**src/rtl/arctic_seq.sv**
```systemverilog
// Arctic Circle domino-shuffling sequencer: runs the shuffle iterations, waits for
// the node mesh to settle, strobes the grid registers and supplies LFSR tie-break bits.
module arctic_seq #(
    parameter int                ORDER_W    = 5,
    parameter int                MAX_ORDER  = 16,
    parameter int                NODES      = 8,
    parameter int                LFSR_W     = 16,
    parameter logic [LFSR_W-1:0] SEED       = 16'hACE1,
    parameter int                SETTLE_CYC = 2,
    parameter logic [LFSR_W-1:0] POLY       = 16'hB400
) (
    input  logic               clk,
    input  logic               rst_n,
    input  logic               start,
    input  logic               abort,
    input  logic [ORDER_W-1:0] order,
    input  logic               seed_load,
    input  logic [LFSR_W-1:0]  seed,
    output logic               busy,
    output logic               done,
    output logic               grid_clr,
    output logic               grid_en,
    output logic [NODES-1:0]   rnd,
    output logic [ORDER_W-1:0] iter
);

    localparam int CNT_W = (SETTLE_CYC > 1) ? $clog2(SETTLE_CYC) : 1;
    localparam logic [CNT_W-1:0]   CNT_INIT    = (SETTLE_CYC > 0) ? CNT_W'(SETTLE_CYC - 1) : '0;
    localparam logic [ORDER_W-1:0] MAX_ORDER_V = ORDER_W'(MAX_ORDER);
    localparam logic [ORDER_W-1:0] ONE_V       = ORDER_W'(1);

    typedef enum logic [2:0] {
        S_IDLE,
        S_CLEAR,
        S_RAND,
        S_SETTLE,
        S_STEP,
        S_DONE
    } state_t;

    state_t             state_q, state_d;
    logic [LFSR_W-1:0]  lfsr_q, lfsr_d;
    logic [ORDER_W-1:0] iter_q, iter_d;
    logic [ORDER_W-1:0] order_q, order_d;
    logic [CNT_W-1:0]   cnt_q, cnt_d;
    logic [LFSR_W-1:0]  lfsr_next;
    logic [ORDER_W-1:0] iter_inc;

    // Galois form, shifting right; a nonzero state can never reach zero.
    assign lfsr_next = {1'b0, lfsr_q[LFSR_W-1:1]} ^ (lfsr_q[0] ? POLY : '0);
    assign iter_inc  = iter_q + ONE_V;

    always_ff @(posedge clk or negedge rst_n) begin
        if (!rst_n) begin
            state_q <= S_IDLE;
            lfsr_q  <= SEED;
            iter_q  <= '0;
            order_q <= '0;
            cnt_q   <= '0;
        end else begin
            state_q <= state_d;
            lfsr_q  <= lfsr_d;
            iter_q  <= iter_d;
            order_q <= order_d;
            cnt_q   <= cnt_d;
        end
    end

    always_comb begin
        state_d = state_q;
        lfsr_d  = lfsr_q;
        iter_d  = iter_q;
        order_d = order_q;
        cnt_d   = cnt_q;
        case (state_q)
            S_IDLE: begin
                if (seed_load) begin
                    lfsr_d = (seed == '0) ? SEED : seed;
                end else if (start) begin
                    order_d = (order > MAX_ORDER_V) ? MAX_ORDER_V : order;
                    iter_d  = '0;
                    state_d = S_CLEAR;
                end
            end
            S_CLEAR: begin
                state_d = (order_q != '0) ? S_RAND : S_DONE;
            end
            S_RAND: begin
                // Advancing on exit keeps rnd constant through SETTLE and STEP.
                lfsr_d = lfsr_next;
                if (SETTLE_CYC == 0) begin
                    state_d = S_STEP;
                end else begin
                    cnt_d   = CNT_INIT;
                    state_d = S_SETTLE;
                end
            end
            S_SETTLE: begin
                if (cnt_q == '0) begin
                    state_d = S_STEP;
                end else begin
                    cnt_d = cnt_q - 1'b1;
                end
            end
            S_STEP: begin
                iter_d  = iter_inc;
                state_d = (iter_inc == order_q) ? S_DONE : S_RAND;
            end
            S_DONE: begin
                state_d = S_IDLE;
            end
            default: begin
                state_d = S_IDLE;
            end
        endcase

        // Abort overrides every transition and freezes the datapath.
        if (abort && (state_q != S_IDLE)) begin
            state_d = S_IDLE;
            lfsr_d  = lfsr_q;
            iter_d  = iter_q;
            order_d = order_q;
            cnt_d   = cnt_q;
        end
    end

    assign busy     = (state_q != S_IDLE);
    assign grid_clr = (state_q == S_CLEAR);
    assign grid_en  = (state_q == S_STEP);
    assign done     = (state_q == S_DONE);
    assign rnd      = lfsr_q[LFSR_W-1 -: NODES];
    assign iter     = iter_q;

endmodule

```
**config.mk**
```make
export PLATFORM = sky130hd
export DESIGN_NAME = arctic_seq
export DESIGN_NICKNAME = d
export VERILOG_FILES = /design/src/rtl/arctic_seq.sv
export SDC_FILE = /design/constraint.sdc
export NUM_CORES = 1
export LEC_CHECK = 0
export ABC_AREA = 1
export CORE_MARGIN = 2
export CORE_UTILIZATION = 40
export DETAILED_ROUTE_END_ITERATION = 6
export MAX_ROUTING_LAYER = met4
export PLACE_DENSITY = 0.74
export SLEW_MARGIN = 0
export SYNTH_ARGS = -nofsm -noshare
export SYNTH_HDL_FRONTEND = slang
export SYNTH_SLANG_ARGS = --single-unit
```
**constraint.sdc**
```tcl
create_clock -name clk -period 1.4 [get_ports clk]
set_input_delay 0.28 -clock clk [delete_from_list [all_inputs] [get_ports clk]]
set_output_delay 0.28 -clock clk [all_outputs]
set_load 0.01 [all_outputs]
```
==> results of run 1 <==
cells in the mapped netlist (3+ instances only):
cell type,number,area (um2)
a21oi_1,4,20.0
a31oi_2,4,50.1
buf_4,5,37.5
dfrtp_1,22,551
dfstp_2,8,210
inv_1,18,67.6
inv_2,6,22.5
nand2_1,58,218
nand3_1,18,90.1
nand4_1,3,18.8
nor2_1,26,97.6
nor3_1,5,25.0
o21ai_0,10,50.1
o21ai_1,3,15.0
o221ai_1,6,52.6
xor2_1,3,26.3
path summary, 6_finish.rpt:
path / cells past startpoint / startpoint / slack, ns / endpoint
worst max-delay path: 11 / state_q[0]$_DFFE_PN0P_ / -0.16 / iter[0]$_DFFE_PN0P_
worst min-delay path: 2 / rst_n / 0.35 / iter[0]$_DFFE_PN0P_
worst max register to register: 11 / state_q[0]$_DFFE_PN0P_ / -0.16 / iter[0]$_DFFE_PN0P_
worst min register to register: 2 / lfsr_q[10]$_DFFE_PN1P_ / 0.50 / lfsr_q[10]$_DFFE_PN1P_
max in group asynchronous: 2 / rst_n / 0.81 / lfsr_q[10]$_DFFE_PN1P_
min in group clk: 2 / lfsr_q[10]$_DFFE_PN1P_ / 0.50 / lfsr_q[10]$_DFFE_PN1P_
registers in the layout, summed over array words and instances (netlist names):
name and cells:
order_q 5, iter 5, state_q 3, lfsr_q 16
cnt_q 1
worst max-delay path: cells and delay by family (launching register included):
family,cells,cell delay (ns)
DFF,1,0.41
buffers and inverters,5,0.42
AOI/OAI and AO/OA,1,0.06
and+or+nand+nor,5,0.56
layout by cell type (no fill, tap or decap), types with 3 or more instances in the layout:
master / n
a31oi_2: 4
buf_12: 4
buf_2: 3
buf_4: 44
buf_6: 9
clkbuf_8: 6
clkdlybuf4s15_1: 3
clkdlybuf4s50_1: 25
dfrtp_1: 19
dfrtp_2: 3
dfstp_2: 8
dlygate4sd2_1: 8
inv_1: 15
inv_2: 7
nand2_1: 57
nand2_4: 3
nand3_1: 16
nand4_1: 3
nor2_1: 23
nor2_4: 5
nor3_4: 3
o21ai_1: 8
o21ai_2: 3
o221ai_2: 4
xor2_1: 3
per-stage QoR:
| stage | hold slack (ns) | power [uW] | utilization (%) | setup TNS, ns | worst slack (ns) |
|---|---|---|---|---|---|
| after floorplan | -0.0156 | 3120 | - | -0.101 | -0.0598 |
| after global placement | 0.479 | 4240 | 60.5 | -3.09 | -0.147 |
| after detailed placement | 0.484 | 4310 | 60.5 | -3.40 | -0.148 |
| after CTS | 0.354 | 5270 | 65.9 | -1.77 | -0.152 |
| after global routing | 0.358 | 5970 | 68.2 | -5.06 | -0.322 |
| final | 0.349 | 5590 | 68.2 | -1.87 | -0.165 |
power groups by stage:
| stage | Sequential, uW | Clock [uW] | Combinational [uW] |
|---|---|---|---|
| after global placement | 1610 | 0 | 2630 |
| after global routing | 1670 | 783 | 3520 |
| after detailed placement | 1630 | 0 | 2680 |
| after floorplan | 1580 | 0 | 1540 |
| final | 1630 | 747 | 3210 |
| after CTS | 1620 | 750 | 2900 |
cells by family (layout without fill, tap and decap cells):
logic type                 after synthesis  count (layout)  synth area share, %
and+or+nand+nor                        120             120                 31.0
AOI/OAI and AO/OA                       36              36                 14.3
buffers and inverters                   34             131                 9.31
DFF                                     30              30                 43.2
xor gates and xnor gates                 3               3                 1.49
adders and majority gates                1               1                0.711
cell type report:
cell class | instances | area (um2) | share of cell area [%]
clock buffers | 6 | 82.6 | 2.82
clock inverters | 2 | 12.5 | 0.427
inverters | 24 | 95.1 | 3.25
multi-input cells | 160 | 997 | 34.0
flip-flops and latches | 30 | 764 | 26.1
well taps | 52 | 65.1 | 2.22
repair buffers | 99 | 912 | 31.1
routing by layer:
metal  routed length [um]  GRT usage [%]  part of all wire (%)  up-vias
li1                     -              -                     -      936
met1                 2090           26.2                    41      952
met2                 2660           34.8                    52       48
met3                  235           4.62                   4.6       12
met4                  108           8.76                   2.1        0
met5                    0              -                     0        -
what timing repair did:
| action | CTS | global route |
|---|---|---|
| buffers inserted | 7 | 1 |
| cloned | 0 | 1 |
| resized for setup | 64 | 24 |
| pin swaps | 10 | 10 |
| endpoints found under the setup margin | 43 | 37 |
==> impl_metrics.tcl, run 1 <==
set metrics [dict create \
    dp_hpwl_um 3380 \
    slew_headroom_pct 50.3 \
    drv_cap 0 \
    syn_area_um2 1760 \
    vias 1948 \
    drtIter0Drc 92 \
    fillerInstances 329 \
    grt_max_degree 31 \
    vdd_drop_max_mv 0.792 \
    slowest_stage "dfrtp_1" \
    p_leak_uw 0.00133 \
    antenna_found_initial 0 \
    layout_setup_ws_ns -0.165 \
    n_antenna_cell 0 \
    clk_pin_slew_ns 0.06 \
    fp.dieH_um 70.3 \
    placed_cells 356 \
    worstPathMaxFanout 4 \
    dieArea_um2 4950 \
    path_cells "nor2_2 > inv_2 > nor2_4 > inv_2 > buf_12 > nor3_4 > inv_2 > nand2_4 > inv_2 > nand2_1 > o21ai_1" \
    nNetsFinal 347 \
    postCtsHoldBufs 0 \
    clockBufferDepth 2 \
    die-width_um 70.3 \
    ys_async_sr_fraction_pct 100 \
    ant_nets 0 \
    tritoncts "done" \
    grt_usage_pct 21.6 \
    clk-insertion-delay-late_ns 0.29 \
    p_seq_share_pct 29.2 \
    syn_to_final_growth_pct 66.4 \
    swShare_pct 40.6 \
    p_int_uw 3320 \
    required_ns 1.57 \
    power.density_nw_per_um2 1910 \
    drive_gt1_share_pct 39.6 \
    finalCritPeriodShare_pct 112 \
    routed_wl_um 5090 \
    synth_nets 251 \
    switchingPower_uw 2270 \
    numCtsBuffers 5 \
    fp.coreArea_um2 4290 \
    cts_max_level 2 \
    status "finished with violations" \
    yosysWarnings 0 \
    worstSetupEndpointType "register" \
    drv_slew 0 \
    ys_seq_elements 30 \
    setup_viol 28 \
    stdcell_count 373 \
    avgViaCountPerCell 5.22 \
    ys.flop_type "dfrtp_1" \
    placed_area_um2 2600 \
    grt_pass1_wl_um 8290 \
    io-pin-count 43 \
    drcViolationCount 0 \
    synth_edf_count 0 \
    violations "setup timing" \
    fin_crit_ns 1.56 \
    worstHoldPathType "input pin to async pin" \
    max_clock_freq_mhz 639 \
    rows 24 \
    netlist_instances 224 \
    worst_path_most_repeated_cell "inv_2" \
    worstSetupPathType "register to register" \
    tightest_slew_ns 0.735 \
    worst_setup_path_start_kind "register" \
    grt_pass1_vias 1885 \
    first_pass_iters 4 \
    initial_core_util_pct 41.0 \
    synth_cell_types 32 \
    yosysSeqAreaShare_pct 43.2 \
    rsz0062_at_grt "true" \
    wl_per_cell_um 13.6 \
    port_buffers 42 \
    power.share.clock_pct 13.4 \
    design_area_um2 2930 \
    syn_avg_cell_area_um2 7.86 \
    grt_overflow 0 \
    skew_ns 0.00747 \
    clock_sinks 30 \
    gp_congestion 0.838 \
    critPathMaxStageDelay_ns 0.41 \
    pwr-share-comb_pct 57.5 \
    root_buffer "clkbuf_8" \
    arrival_ns 1.73 \
    hold_viol_final 0 \
]
(Power assumes the default switching activity.)
==> inputs of run 2 (changes only) <==
--- a/config.mk
+++ b/config.mk
@@ -15,3 +15,4 @@
 export SYNTH_ARGS = -nofsm -noshare
 export SYNTH_HDL_FRONTEND = slang
 export SYNTH_SLANG_ARGS = --single-unit
+export TNS_END_PERCENT = 100
==> results of run 2 <==
Same layout as run 1: the final DEF is identical, and so are final timing and power.
==> inputs of run 3 (changes only) <==
--- a/config.mk
+++ b/config.mk
@@ -11,7 +11,7 @@
 export DETAILED_ROUTE_END_ITERATION = 6
 export MAX_ROUTING_LAYER = met4
 export PLACE_DENSITY = 0.74
-export SLEW_MARGIN = 0
+export SLEW_MARGIN = 5
 export SYNTH_ARGS = -nofsm -noshare
 export SYNTH_HDL_FRONTEND = slang
 export SYNTH_SLANG_ARGS = --single-unit
==> results of run 3 <==
Same layout as run 1: the final DEF is identical, and so are final timing and power.
